===== src/rtl/fetch_sequencer.sv =====
// ============================================================================
// Module      : fetch_sequencer
// Description : Instruction-fetch control: PC, registered-read BRAM issue,
//               one-entry skid buffer, redirect squash and halt/resume.
// Revision    : 1.0 - initial release
// ============================================================================
`default_nettype none

module fetch_sequencer #(
    parameter int                 ADDR_W    = 8,
    parameter int                 DATA_W    = 32,
    parameter logic [ADDR_W-1:0]  RESET_PC  = 8'h00,
    parameter logic [DATA_W-1:0]  HALT_WORD = 32'hFFFF_FFFF
) (
    input  logic              clock,
    input  logic              rst,
    input  logic              stall,
    input  logic              redirect,
    input  logic [ADDR_W-1:0] redirect_pc,
    input  logic              resume,
    input  logic [DATA_W-1:0] mem_rdata,
    output logic [ADDR_W-1:0] mem_addr,
    output logic              mem_en,
    output logic [DATA_W-1:0] instr,
    output logic [ADDR_W-1:0] instr_npc,
    output logic              instr_valid,
    output logic              halted
);

    typedef enum logic [1:0] {
        ST_PRIME = 2'd0,
        ST_RUN   = 2'd1,
        ST_HALT  = 2'd2
    } state_t;

    state_t              state;
    state_t              state_next;

    logic [ADDR_W-1:0]   fetch_pc;
    logic                ifl;
    logic [ADDR_W-1:0]   ifl_addr;
    logic                skid_valid;
    logic [DATA_W-1:0]   skid_data;
    logic [ADDR_W-1:0]   skid_npc;

    logic                active;
    logic                halt_cap;

    assign active   = (state != ST_HALT);
    assign mem_addr = redirect ? redirect_pc : fetch_pc;

    always_ff @(posedge clock or posedge rst) begin
        if (rst) begin
            state <= ST_PRIME;
        end else begin
            state <= state_next;
        end
    end

    // The word reaching instr this cycle comes from the skid first, else from
    // the RAM; a halt word there blocks the next issue.
    always_comb begin
        state_next = state;
        halt_cap   = 1'b0;
        mem_en     = 1'b0;

        if (active && !redirect && !stall) begin
            if (skid_valid) begin
                halt_cap = (skid_data == HALT_WORD);
            end else if (ifl) begin
                halt_cap = (mem_rdata == HALT_WORD);
            end
        end

        mem_en = redirect | (active & ~stall & ~halt_cap);

        case (state)
            ST_PRIME: state_next = halt_cap ? ST_HALT : ST_RUN;
            ST_RUN:   state_next = halt_cap ? ST_HALT : ST_RUN;
            ST_HALT: begin
                if (redirect) begin
                    state_next = ST_RUN;
                end else if (resume) begin
                    state_next = ST_PRIME;
                end
            end
            default:  state_next = ST_PRIME;
        endcase
    end

    always_ff @(posedge clock or posedge rst) begin
        if (rst) begin
            fetch_pc    <= RESET_PC;
            ifl         <= 1'b0;
            ifl_addr    <= '0;
            skid_valid  <= 1'b0;
            skid_data   <= '0;
            skid_npc    <= '0;
            instr       <= '0;
            instr_npc   <= '0;
            instr_valid <= 1'b0;
            halted      <= 1'b0;
        end else begin
            ifl    <= mem_en;
            halted <= (state_next == ST_HALT);
            if (mem_en) begin
                ifl_addr <= mem_addr;
                fetch_pc <= mem_addr + ADDR_W'(1);
            end

            if (redirect) begin
                skid_valid  <= 1'b0;
                instr_valid <= 1'b0;
            end else if (stall) begin
                if (ifl && active) begin
                    skid_valid <= 1'b1;
                    skid_data  <= mem_rdata;
                    skid_npc   <= ifl_addr + ADDR_W'(1);
                end
            end else if (skid_valid) begin
                instr       <= skid_data;
                instr_npc   <= skid_npc;
                instr_valid <= 1'b1;
                skid_valid  <= 1'b0;
            end else if (ifl && active) begin
                instr       <= mem_rdata;
                instr_npc   <= ifl_addr + ADDR_W'(1);
                instr_valid <= 1'b1;
            end else begin
                instr_valid <= 1'b0;
            end
        end
    end

endmodule

`default_nettype wire


===== config.mk =====
export PLATFORM = sky130hd
export DESIGN_NAME = fetch_sequencer
export DESIGN_NICKNAME = d
export VERILOG_FILES = /design/src/rtl/fetch_sequencer.sv
export SDC_FILE = /design/constraint.sdc
export NUM_CORES = 1
export LEC_CHECK = 0
export CAP_MARGIN = 25
export CORE_UTILIZATION = 25
export DETAILED_ROUTE_END_ITERATION = 12
export SLEW_MARGIN = 15
export SYNTH_ARGS = -nofsm -noshare
export SYNTH_HDL_FRONTEND = slang
export SYNTH_SLANG_ARGS = --single-unit

===== constraint.sdc =====
create_clock -name clock -period 7.51 [get_ports clock]
set_input_delay 2.253 -clock clock [delete_from_list [all_inputs] [get_ports clock]]
set_output_delay 2.253 -clock clock [all_outputs]
set_load 0.02 [all_outputs]

==> metrics.txt <==
status=finished clean; Core ar.=between 15000 and 20000 um2; CTS max path bufs=2; WL/cell=between 15 and 20 um; 1st-iter DRT viols=approximately 220; worst hold margin=480 ps; Setup crit end kind=output pin; MaxCap Viol Count=0; TritonCTS clock tree=yes; most frequent cells in the layout=dfrtp_1, clkdlybuf4s50_1, nand2_1; vias post-DR=around 3800; critical path required time=5260 ps; final worst slack=approximately 630 ps; chip width=between 100 and 150 um; Netlist cell types=50; final setup vio count=0; CP max FO=10; initial antenna violation count=1; Synth Area per Inst=approximately 11 um2; Peak supply drop=about 110 uV; RSZ-0062 raised after global routing=no; Starting Density=approximately a quarter; Worst Tran Pin Value=668 ps; DIE AREA=20500 um2; cell count after synthesis=456; port bufs=95; worst rel slew slack=55.5%; number of synthesized flops with an enable pin=0; minimum clock period=6880 ps; layout cell share with drive strength beyond 1=14.9%; setup tns final=0 ps; Root Buffer=clkbuf_16; Critical Path AT=approximately 4600 ps; largest net degree at the start of global routing=54; Primary FF master, synth=dfrtp_1; Post-Syn Nets=~500; IO Count=96; Crit Path Category=in2out; routability cong.=between 0.8 and 0.9; startpoint types=primary input; Vias/cell=about 4.7; total gr overflow=0; Hold/Removal Path Class=reg2reg; # resized after CTS=0; final WL=13600 um; drt first pass iters=4; Place WS=687 ps; Die Y=between 100 and 150 um; Core Rows=51; first-pass GRT wire length=roughly 22000 um; clock-pin slew of the registers on the worst-case setup and hold paths=approximately 60 ps; Routed Antenna Nets=0; area grow syn2layout=31.7%; Post-DP HPWL=10300 um; fin util=approximately a third; synth top area cells=dfrtp_1, mux2_2, mux2i_1; pwr dens=about 250 nW/um2; htree depth=3; CTS sink cnt=102; gr usage total=14.1%; Max Slew Vio Count=0; Seq/Total Area, Yosys=about half; total power=approximately 1.7 mW; vias in the first global route=a little under 4000; async set or reset register ratio after synthesis=between 90% and 100%; Mapped Area=around 5000 um2; postcts setup bufs=0; drc violations=0; Yosys top cell by area=dfrtp_1; Final Cycle Share=91.6%; commonest non-fill, non-tap cell in the layout=dfrtp_1; Clk Latency, worst-skew pair=between 300 and 400 ps; maximum clock rate=0.145 GHz; total CTS buffers=9; Ys Warns=0; fin nets=between 500 and 600; top cell type's share of synthesized area=between 50% and 60%; Fill cells=2006; flops & latches, synth=between 100 and 150; skew final=~8.3 ps; Pleak=around 2.6 nW; # hold bufs at CTS=0; Fin. Hold Viols=0
-- power breakdown --
group / internal (mW) / switching [mW] / total (mW) / leakage, nW
Combinational: 0.211 / 0.210 / 0.421 / 1.24
Sequential: 0.652 / 0.0822 / 0.734 / 1.23
Clock: 0.310 / 0.209 / 0.519 / 0.166
-- layout make-up --
| cell class | instances | area, um2 | share of cell area (%) |
|---|---|---|---|
| well taps | 265 | 332 | 5.05 |
| clock buffers | 11 | 253 | 3.85 |
| multi-input cells | 322 | 2290 | 34.8 |
| clock inverters | 5 | 78.8 | 1.20 |
| inverters | 8 | 32.5 | 0.495 |
| repair buffers | 103 | 1030 | 15.7 |
| diodes | 1 | 2.50 | 0.0381 |
| flip-flops and latches | 102 | 2550 | 38.9 |
-- synth_stat cells (3+ instances only) --
library cell	count
nor4_1	6
dfrtp_1	102
o21ai_0	46
a211oi_1	3
xnor2_1	7
clkbuf_1	17
inv_1	8
mux2i_1	32
nand3_1	9
nor2_1	14
xor2_1	4
nand4_1	31
mux2_4	9
mux2_2	41
nor3_1	7
a21oi_1	6
o31a_1	3
o21a_1	3
a31oi_1	4
nand2_1	61
a21o_1	3
-- cell families (layout without fill, tap and decap cells) --
group / after synthesis / in the layout / share of synthesized area, %
AO/OA/AOI/OAI: 77 / 77 / 9.31
XOR/XNOR: 11 / 11 / 1.93
adder cells (fa/ha/maj): 2 / 2 / 0.502
buffers and inverters: 32 / 127 / 3.09
flip-flops: 102 / 102 / 51.2
multiplexers: 82 / 82 / 18.4
other: 0 / 1 / 0
AND/OR/NAND/NOR: 150 / 150 / 15.6
-- state kept, by name, summed over array words and instances, names as in the netlist --
register / count
state: 2
instr: 32
halted: 1
skid_valid: 1
instr_npc: 8
skid_npc: 8
ifl_addr: 8
ifl: 1
skid_data: 32
fetch_pc: 8
instr_valid: 1
-- critical path, stage by stage --
cell and delay [ps]:
clkdlybuf4s50_1 450, or2_1 350, nor2_1 170, nand4_1 410, a31oi_4 320, inv_1 100
clkdlybuf4s50_1 550
-- final timing paths --
kind | startpoint | to | slack (ps) | cells past startpoint
worst max-delay path | stall | mem_en | 630 | 7
worst min-delay path | instr_npc[6]$_DFFE_PP0P_ | instr_npc[6]$_DFFE_PP0P_ | 480 | 1
worst max register to register | skid_data[29]$_DFFE_PP0P_ | ifl_addr[7]$_DFFE_PP0P_ | 4930 | 6
worst min register to register | instr_npc[6]$_DFFE_PP0P_ | instr_npc[6]$_DFFE_PP0P_ | 480 | 1
max in group asynchronous | rst | skid_valid$_DFFE_PP0P_ | 4020 | 3
min in group asynchronous | rst | instr[22]$_DFFE_PP0P_ | 2340 | 2
-- per-stage QoR --
stage          cell area [um2]  cells
2_1_floorplan             4990    456
3_3_place_gp              6210    799
3_5_place_dp              6230    800
4_1_cts                   6570    816
5_1_grt                   6570    816
6_report                  6570    817
-- per-layer routing --
metal  up-vias  wire [um]  GRT usage [%]
li1       1839          -              -
met1      1896       6430           19.4
met2        80       6240           21.4
met3        14        763           3.09
met4         0        217           5.82
met5         -          0              0
(Power assumes the default switching activity.)
